==> src/rtl/ldtu_ser_pkg.sv <==
// Shared constants, lane source encoding and helpers for the LiTE-DTU lane serializer.
package ldtu_ser_pkg;

  localparam int NLANES_DEF  = 4;
  localparam int WORD_W_DEF  = 32;
  localparam int HS_LEAD_DEF = 2;

  typedef enum logic [1:0] {
    SRC_ZERO = 2'd0,
    SRC_IDLE = 2'd1,
    SRC_DATA = 2'd2
  } src_e;

  function automatic int cnt_w(input int word_w);
    return $clog2(word_w);
  endfunction

  // Priority: disabled lane, then forced idle (first word / training), then data, else idle (underflow).
  function automatic src_e src_sel(input logic lane_en, input logic force_idle, input logic valid);
    if (!lane_en)   return SRC_ZERO;
    if (force_idle) return SRC_IDLE;
    if (valid)      return SRC_DATA;
    return SRC_IDLE;
  endfunction

endpackage

==> src/rtl/ldtu_ser_lane.sv <==
// One serial lane: word shift register with source mux and selectable bit order.
module ldtu_ser_lane
  import ldtu_ser_pkg::*;
#(
  parameter int WORD_W    = WORD_W_DEF,
  parameter int LSB_FIRST = 0
) (
  input  logic              clock,
  input  logic              rst_b,
  input  logic              i_clr,
  input  logic              i_load,
  input  src_e              i_src,
  input  logic [WORD_W-1:0] i_data,
  input  logic [WORD_W-1:0] i_idle,
  output logic              o_ser
);

  logic [WORD_W-1:0] r_sh;
  logic [WORD_W-1:0] w_ld;

  always_comb begin
    w_ld = '0;
    case (i_src)
      SRC_DATA: w_ld = i_data;
      SRC_IDLE: w_ld = i_idle;
      default:  w_ld = '0;
    endcase
  end

  always_ff @(posedge clock or negedge rst_b) begin
    if (!rst_b)              r_sh <= '0;
    else if (i_clr)          r_sh <= '0;
    else if (i_load)         r_sh <= w_ld;
    else if (LSB_FIRST != 0) r_sh <= r_sh >> 1;
    else                     r_sh <= r_sh << 1;
  end

  assign o_ser = (LSB_FIRST != 0) ? r_sh[0] : r_sh[WORD_W-1];

endmodule

==> src/rtl/ldtu_lane_serializer.sv <==
// Multi-lane word serializer: bit counter, early handshake, first-word/training idle insertion
// and underflow monitoring around an array of ldtu_ser_lane shifters.
module ldtu_lane_serializer
  import ldtu_ser_pkg::*;
#(
  parameter int NLANES    = NLANES_DEF,
  parameter int WORD_W    = WORD_W_DEF,
  parameter int HS_LEAD   = HS_LEAD_DEF,
  parameter int LSB_FIRST = 0,
  parameter int UFL_CNT_W = 8
) (
  input  logic                     clock,
  input  logic                     rst_b,
  input  logic                     enable,
  input  logic                     training,
  input  logic [NLANES-1:0]        lane_en,
  input  logic [NLANES*WORD_W-1:0] data_in,
  input  logic                     data_valid,
  input  logic [WORD_W-1:0]        idle_pattern,
  input  logic                     underflow_clr,
  output logic                     handshake,
  output logic                     word_strobe,
  output logic [NLANES-1:0]        ser_out,
  output logic                     underflow,
  output logic [UFL_CNT_W-1:0]     underflow_cnt
);

  localparam int               CNT_W   = cnt_w(WORD_W);
  localparam logic [CNT_W-1:0] CNT_MAX = CNT_W'(WORD_W - 1);
  localparam logic [CNT_W-1:0] HS_CNT  = CNT_W'(WORD_W - 1 - HS_LEAD);

  logic [CNT_W-1:0]     r_cnt;
  logic                 r_first;
  logic                 r_hs;
  logic                 r_ws;
  logic                 r_ufl;
  logic [UFL_CNT_W-1:0] r_ufl_cnt;

  logic             w_load;
  logic             w_force_idle;
  logic             w_ufl_evt;
  logic [CNT_W-1:0] w_cnt_nxt;

  // While disabled the counter parks at WORD_W-1, so the first enabled edge is a load edge.
  assign w_load       = enable && (r_cnt == CNT_MAX);
  assign w_cnt_nxt    = w_load ? '0 : r_cnt + CNT_W'(1);
  assign w_force_idle = r_first | training;
  assign w_ufl_evt    = w_load && (|lane_en) && !w_force_idle && !data_valid;

  always_ff @(posedge clock or negedge rst_b) begin
    if (!rst_b) begin
      r_cnt     <= CNT_MAX;
      r_first   <= 1'b1;
      r_hs      <= 1'b0;
      r_ws      <= 1'b0;
      r_ufl     <= 1'b0;
      r_ufl_cnt <= '0;
    end else begin
      if (!enable) begin
        r_cnt   <= CNT_MAX;
        r_first <= 1'b1;
        r_hs    <= 1'b0;
        r_ws    <= 1'b0;
      end else begin
        r_cnt <= w_cnt_nxt;
        r_hs  <= (w_cnt_nxt == HS_CNT);
        r_ws  <= w_load;
        if (w_load) r_first <= 1'b0;
      end
      // A new underflow beats a simultaneous clear: it restarts the count at one.
      if (w_ufl_evt) begin
        r_ufl <= 1'b1;
        if (underflow_clr)    r_ufl_cnt <= UFL_CNT_W'(1);
        else if (!(&r_ufl_cnt)) r_ufl_cnt <= r_ufl_cnt + UFL_CNT_W'(1);
      end else if (underflow_clr) begin
        r_ufl     <= 1'b0;
        r_ufl_cnt <= '0;
      end
    end
  end

  for (genvar gi = 0; gi < NLANES; gi++) begin : g_lane
    src_e w_src;
    assign w_src = src_sel(lane_en[gi], w_force_idle, data_valid);

    ldtu_ser_lane #(
      .WORD_W    (WORD_W),
      .LSB_FIRST (LSB_FIRST)
    ) u_lane (
      .clock  (clock),
      .rst_b  (rst_b),
      .i_clr  (~enable),
      .i_load (w_load),
      .i_src  (w_src),
      .i_data (data_in[gi*WORD_W +: WORD_W]),
      .i_idle (idle_pattern),
      .o_ser  (ser_out[gi])
    );
  end

  assign handshake     = r_hs;
  assign word_strobe   = r_ws;
  assign underflow     = r_ufl;
  assign underflow_cnt = r_ufl_cnt;

endmodule

==> config.mk <==
export PLATFORM = sky130hd
export DESIGN_NAME = ldtu_lane_serializer
export DESIGN_NICKNAME = d
export VERILOG_FILES = /design/src/rtl/ldtu_ser_pkg.sv /design/src/rtl/ldtu_ser_lane.sv /design/src/rtl/ldtu_lane_serializer.sv
export SDC_FILE = /design/constraint.sdc
export NUM_CORES = 1
export LEC_CHECK = 0
export ABC_AREA = 1
export ABC_CLOCK_PERIOD_IN_PS = 1800
export CORE_ASPECT_RATIO = 0.9
export CORE_MARGIN = 5
export CORE_UTILIZATION = 44
export CTS_CLUSTER_SIZE = 8
export DETAILED_ROUTE_END_ITERATION = 6
export PLACE_DENSITY = 0.77
export SKIP_LAST_GASP = 1
export SLEW_MARGIN = 20
export SYNTH_ARGS = -nofsm -noshare
export SYNTH_HDL_FRONTEND = slang
export SYNTH_SLANG_ARGS = --single-unit
==> constraint.sdc <==
create_clock -name clock -period 1.8 [get_ports clock]
set_input_delay 0.27 -clock clock [delete_from_list [all_inputs] [get_ports clock]]
set_output_delay 0.27 -clock clock [all_outputs]
set_load 0.005 [all_outputs]
==> flow_metrics.env, run 1 <==
export IMPL_fin_cells=1193
export IMPL_synth_top_area_cell="dfrtp_1"
export IMPL_die_w_um=142
export IMPL_drc=0
export IMPL_hold_class="in2async"
export IMPL_track_usage=0.252
export IMPL_rows=43
export IMPL_tns_ns=-8.27
export IMPL_wl_per_cell_um=21.8
export IMPL_viasPerCell=5.75
export IMPL_synth_nets=937
export IMPL_hpwl_um=15200
export IMPL_grt_overflow=0
export IMPL_cts_clk_slew_worst_paths_ns=0.06
export IMPL_synthesis_area_mm2=0.00691
export IMPL_ys_top_cells_by_area="dfrtp_1 (50%), a22o_1 (16%), o21ai_0 (9.5%)"
export IMPL_cts_tree="done"
export IMPL_setup_violations=126
export IMPL_total_power_uw=9810
export IMPL_end_kind="register"
export IMPL_cp_required_ns=2.10
export IMPL_fin_crit_sh=1.06
export IMPL_place_congestion=0.864
export IMPL_critPathSlowestCell="dfstp_2"
export IMPL_vias=6862
export IMPL_status="finished with violations"
export IMPL_hold_violations=0
export IMPL_finish_utilization=0.694
export IMPL_max_freq_mhz=522
export IMPL_clock_root_buffer="clkbuf_16"
export IMPL_clockBufferDepth=2
export IMPL_worst_path_max_fanout=16
export IMPL_syn2layout_area_growth_pct=55.0
export IMPL_synth_enable_flop_cells=0
export IMPL_dp_cells=1126
export IMPL_ys_flop_type="dfrtp_1"
export IMPL_cp_arrival_ns=2.22
export IMPL_grt_start_max_net_pins=62
export IMPL_cp_cell_sequence="ha_4, nand2_4, nor2_4, ha_4, buf_6, nor2_4, buf_12, buf_16, a22o_1"
export IMPL_htree_levels=4
export IMPL_dieArea_mm2=0.0183
export IMPL_chipHeight_um=129
export IMPL_netlist_instances=755
export IMPL_tightest_slew_ns=0.447
export IMPL_insertion_delay_ns=0.43
export IMPL_port_buffers=184
export IMPL_avgSynthCellArea_um2=9.16
export IMPL_cts_made_buffers=17
export IMPL_diodes=0
export IMPL_initial_core_util=0.448
export IMPL_slew_viol_final=0
export IMPL_drt_iter0_drc=663
export IMPL_grt_pass1_vias=6482
export IMPL_drv_cap=0
export IMPL_yosys_top_cells_count="nand2_1 (173), dfrtp_1 (139), o21ai_0 (131), a22o_1 (124), inv_1 (65)"
export IMPL_routed_wl_um=26000
export IMPL_final_nets=1160
export IMPL_ys_seq_area_frac=0.526
export IMPL_yosysTopAreaCellShare=0.503
export IMPL_final_layout_size_suffix_gt1_frac=0.154
export IMPL_startpoint_type="register"
export IMPL_antenna_found_initial=0
export IMPL_crit_type="reg2reg"
export IMPL_firstDrtPassIters=5
export IMPL_yosysUniqueCellTypes=24
export IMPL_cts_sinks=145
export IMPL_ant_nets=0
export IMPL_pin_count=185
export IMPL_fin_worst_skew_ns=0.00791
export IMPL_synth_most_common_cell="nand2_1"
export IMPL_slew_headroom=0.702
export IMPL_violations="negative setup slack"
export IMPL_ir_drop_v=0.000797
export IMPL_grt_pass1_wl_um=35300
export IMPL_core_area_mm2=0.0154
export IMPL_synth_warnings=0
export IMPL_powerDensity_mw_per_mm2=915
export IMPL_ys_seq_elements=145
export IMPL_min_period_ns=1.91
export IMPL_p_leak_uw=0.00485
export IMPL_ys_async_sr_fraction=1.00
export IMPL_cpPeakStageDelay_ns=0.56
export IMPL_setup_ws_ns=-0.115
export IMPL_rsz0062_at_grt="yes"
## through the flow
stage | setup slack [ns] | area (µm²) | hold slack (ns)
global placement | -0.490 | 9210 | 0.227
detailed placement | -0.497 | 9210 | 0.229
CTS | -0.0673 | 10100 | 0.349
finish | -0.115 | 10700 | 0.339
floorplan | 0.0355 | 6920 | -0.0256
global route | -0.164 | 10700 | 0.377
## layer usage
metal  track usage  vias to the layer above  wire [µm]
li1              -                     3034          -
met3        0.0628                       50       2880
met2         0.379                      427      11800
met1         0.359                     3351      10800
met4        0.0841                        0        576
met5             0                        -          0
## layout by cell type, fill, tap and decap left out, drive strengths merged
| cell | Yosys | routed |
|---|---|---|
| buf | 26 | 61 |
| or2 | 1 | 1 |
| clkinv | 0 | 5 |
| nand3 | 9 | 9 |
| dfstp | 6 | 6 |
| xor2 | 1 | 1 |
| clkinvlp | 0 | 3 |
| dfrtp | 139 | 139 |
| nand2 | 175 | 175 |
| nand3b | 1 | 1 |
| a22o | 124 | 124 |
| ha | 12 | 12 |
| nor2 | 29 | 29 |
| nand4 | 1 | 1 |
| a21oi | 1 | 1 |
| dlygate4sd3 | 0 | 1 |
| clkdlybuf4s50 | 0 | 183 |
| o21bai | 3 | 3 |
| bufinv | 0 | 2 |
| o21ai | 132 | 132 |
| clkbuf | 27 | 34 |
| inv | 68 | 68 |
## report_power, final
group | switching [µW] | internal (µW) | leakage [µW] | total, µW
combinational | 1360 | 1390 | 0.00258 | 2760
sequential | 102 | 3510 | 0.00200 | 3610
clock | 1380 | 2070 | 0.000270 | 3440
## final timing paths
check                                     startpoint                         to  slack, ns  cells after the start
setup / recovery                            r_cnt[0]  g_lane[1].u_lane.r_sh[21]      -0.11                      9
min in group clock         g_lane[0].u_lane.r_sh[22]  g_lane[0].u_lane.r_sh[23]       0.47                      1
hold / removal                                 rst_b                  handshake       0.34                      2
setup reg to reg                            r_cnt[0]  g_lane[1].u_lane.r_sh[21]      -0.11                      9
max in group asynchronous                      rst_b   g_lane[3].u_lane.r_sh[1]       0.81                      3
hold reg to reg            g_lane[0].u_lane.r_sh[22]  g_lane[0].u_lane.r_sh[23]       0.47                      1
## critical path: cells and delay by family, from the launching register on
family | cells | cell delay, ns
buf+inv | 3 | 0.43
flops | 1 | 0.56
simple gates | 3 | 0.21
compound gates | 1 | 0.28
fa+ha+maj | 2 | 0.32
## state kept, by name (all words and copies together), names as in the netlist
register	cells
r_first	1
word_strobe	1
r_cnt	5
underflow	1
g_lane.u_lane.r_sh	128
handshake	1
underflow_cnt	8
## what timing repair did
| item | 4_1_cts | 5_1_grt |
|---|---|---|
| hold buffers | 1 | 0 |
| endpoints found under the hold margin | 35 | 0 |
| cloned | 5 | 17 |
| gates resized for setup | 57 | 61 |
| endpoints found under the setup margin | 136 | 137 |
| buffers inserted | 6 | 7 |
| pin swaps | 22 | 50 |
## area by class of cell
| cell class | instances | area, µm² |
|---|---|---|
| fillers | 1130 | 4720 |
| flip-flops and latches | 145 | 3640 |
| multi-input cells | 489 | 3010 |
| repair buffers | 257 | 3000 |
| clock buffers | 22 | 454 |
| inverters | 68 | 260 |
| well taps | 202 | 253 |
| clock inverters | 10 | 111 |
## cells by family (layout without fill, tap and decap cells)
group | Yosys count | after routing | share of synthesized area
AO/OA/AOI/OAI | 260 | 260 | 0.257
AND/OR/NAND/NOR | 216 | 216 | 0.122
flip-flops | 145 | 145 | 0.526
buffers and inverters | 121 | 357 | 0.0729
adder cells (fa/ha/maj) | 12 | 12 | 0.0217
XOR/XNOR | 1 | 1 | 0.00127
Note: power is estimated with default switching activity, not from simulation.
==> run 2, diff against run 1 <==
==> constraint.sdc (replaced) <==
create_clock -name clock -period 1.8 [get_ports clock]
set_input_delay 0.27 -clock clock [delete_from_list [all_inputs] [get_ports clock]]
set_output_delay 0.27 -clock clock [all_outputs]
set_load 0.1 [all_outputs]
==> run 2 against run 1 <==
  * The run still ends with negative setup slack left
  * Via count decreased by 2.1%
  * Register-to-register slack barely moved
  * Sequential power barely moved
  * Worst setup slack lost 0.0065 ns
  * Clock skew is 0.00061 ns higher
  * First-iteration DRC count rose by 13%
  * Critical path type unchanged
  * Highest routed layer unchanged
==> flow_metrics.env, run 2 (same netlist as run 1, synthesis figures left out) <==
export IMPL_chipHeight_um=129
export IMPL_clock_root_buffer="clkbuf_16"
export IMPL_die_w_um=142
export IMPL_fin_crit_sh=1.07
export IMPL_switching_power_uw=2750
export IMPL_rows=43
export IMPL_fin_worst_skew_ns=0.00852
export IMPL_slew_headroom=0.646
export IMPL_p_leak_uw=0.00488
export IMPL_cts_clk_slew_worst_paths_ns=0.06
export IMPL_core_area_mm2=0.0154
export IMPL_routed_wl_um=24500
export IMPL_ant_nets=0
export IMPL_place_congestion=0.889
export IMPL_rsz0062_at_grt="yes"
export IMPL_grt_overflow=0
export IMPL_firstDrtPassIters=5
export IMPL_p_comb_frac=0.264
export IMPL_cts_tree="done"
export IMPL_vias=6721
export IMPL_syn2layout_area_growth_pct=55.2
export IMPL_htree_levels=4
export IMPL_startpoint_type="register"
export IMPL_status="finished with violations"
export IMPL_cts_sinks=145
export IMPL_slew_viol_final=0
export IMPL_largest_register_ffs=128
export IMPL_track_usage=0.242
export IMPL_clockBufferDepth=2
export IMPL_worst_path_max_fanout=6
export IMPL_final_cell_mix="clkdlybuf4s50_1 (168), nand2_1 (158), dfrtp_1 (132), a22o_1 (124), o21ai_0 (99)"
export IMPL_grt_start_max_net_pins=57
export IMPL_drt_iter0_drc=748
export IMPL_grt_pass1_wl_um=34300
export IMPL_grt_pass1_vias=6558
export IMPL_wl_per_cell_um=20.6
export IMPL_viasPerCell=5.64
export IMPL_drv_cap=0
export IMPL_hpwl_um=15500
export IMPL_place_ws_ns=-0.447
export IMPL_drc=0
export IMPL_p_int_uw=7000
export IMPL_insertion_delay_ns=0.42
export IMPL_clkPwrFrac=0.365
export IMPL_hold_violations=0
export IMPL_cp_arrival_ns=2.28
export IMPL_max_freq_mhz=520
export IMPL_setup_violations=125
export IMPL_mostFrequentLayoutCell="clkdlybuf4s50_1"
export IMPL_port_buffers=184
export IMPL_dieArea_mm2=0.0183
export IMPL_switching_share=0.282
export IMPL_setup_ws_ns=-0.121
export IMPL_cts_made_buffers=17
export IMPL_min_period_ns=1.92
export IMPL_end_kind="register"
export IMPL_hold_class="in2async"
export IMPL_tns_ns=-8.36
export IMPL_pin_count=185
export IMPL_tightest_slew_ns=0.531
export IMPL_cp_required_ns=2.15
export IMPL_initial_core_util=0.448
export IMPL_antenna_found_initial=0
export IMPL_crit_type="reg2reg"
export IMPL_violations="negative setup slack"
export IMPL_power_frac_seq=0.371
export IMPL_top_register="g_lane.u_lane.r_sh"
export IMPL_dp_cells=1138
export IMPL_final_layout_size_suffix_gt1_frac=0.194
export IMPL_powerDensity_mw_per_mm2=908
export IMPL_final_nets=1162
export IMPL_ir_drop_v=0.000747
export IMPL_diodes=0
export IMPL_fin_cells=1191
run 2: area by class of cell:
cell class,instances,area [µm²]
clock buffers,22,474
clock inverters,6,108
fillers,1109,4710
inverters,68,258
multi-input cells,490,3070
flip-flops and latches,145,3640
well taps,202,253
repair buffers,258,2920
run 2: through the flow:
step	total power (µW)	utilization	area, µm²	hold slack (ns)
5_1_grt	10100	0.695	10700	0.423
2_1_floorplan	4590	-	6930	-0.0256
3_3_place_gp	5550	0.609	9400	0.259
3_5_place_dp	5570	0.609	9400	0.266
4_1_cts	9240	0.663	10200	0.394
6_report	9750	0.695	10700	0.381
run 2: worst max-delay path, cell delays in order (launching register included):
cell       delay (ns)
dfstp_2          0.56
ha_4             0.15
nand2_4          0.06
nor2_4           0.13
ha_4             0.17
nand2_4          0.07
buf_12           0.17
nor2_4           0.12
buf_12           0.15
clkbuf_16        0.14
a22o_1           0.14
run 2: path summary, 6_finish.rpt:
kind                                            from                        end  slack (ns)  cells past startpoint
setup / recovery                            r_cnt[1]  g_lane[3].u_lane.r_sh[24]       -0.12                     10
hold / removal                                 rst_b  g_lane[3].u_lane.r_sh[26]        0.38                      2
setup reg to reg                            r_cnt[1]  g_lane[3].u_lane.r_sh[24]       -0.12                     10
hold reg to reg            g_lane[3].u_lane.r_sh[18]  g_lane[3].u_lane.r_sh[19]        0.47                      1
max in group asynchronous                      rst_b   g_lane[3].u_lane.r_sh[1]        0.84                      3
min in group clock         g_lane[3].u_lane.r_sh[18]  g_lane[3].u_lane.r_sh[19]        0.47                      1
run 2: what timing repair did:
action                     4_1_cts  5_1_grt
hold buffers                     1        0
setup endpoints to repair      136      136
gates resized for setup         58       88
buffers inserted                 2        5
gates cloned                     3       14
pin swaps                        9       27
hold endpoints to repair        39        0
run 2: power groups by stage:
stage	clock (µW)	sequential [µW]	combinational (µW)
finish	3560	3620	2570
global route	3700	3630	2740
CTS	3560	3600	2070
detailed placement	0	3640	1930
global placement	0	3640	1900
floorplan	0	3670	912
run 2: routing by layer:
layer,global-route usage,wire length [µm]
met1,0.327,10100
met3,0.0505,2140
met4,0.0756,580
met5,0,0
met2,0.392,11700
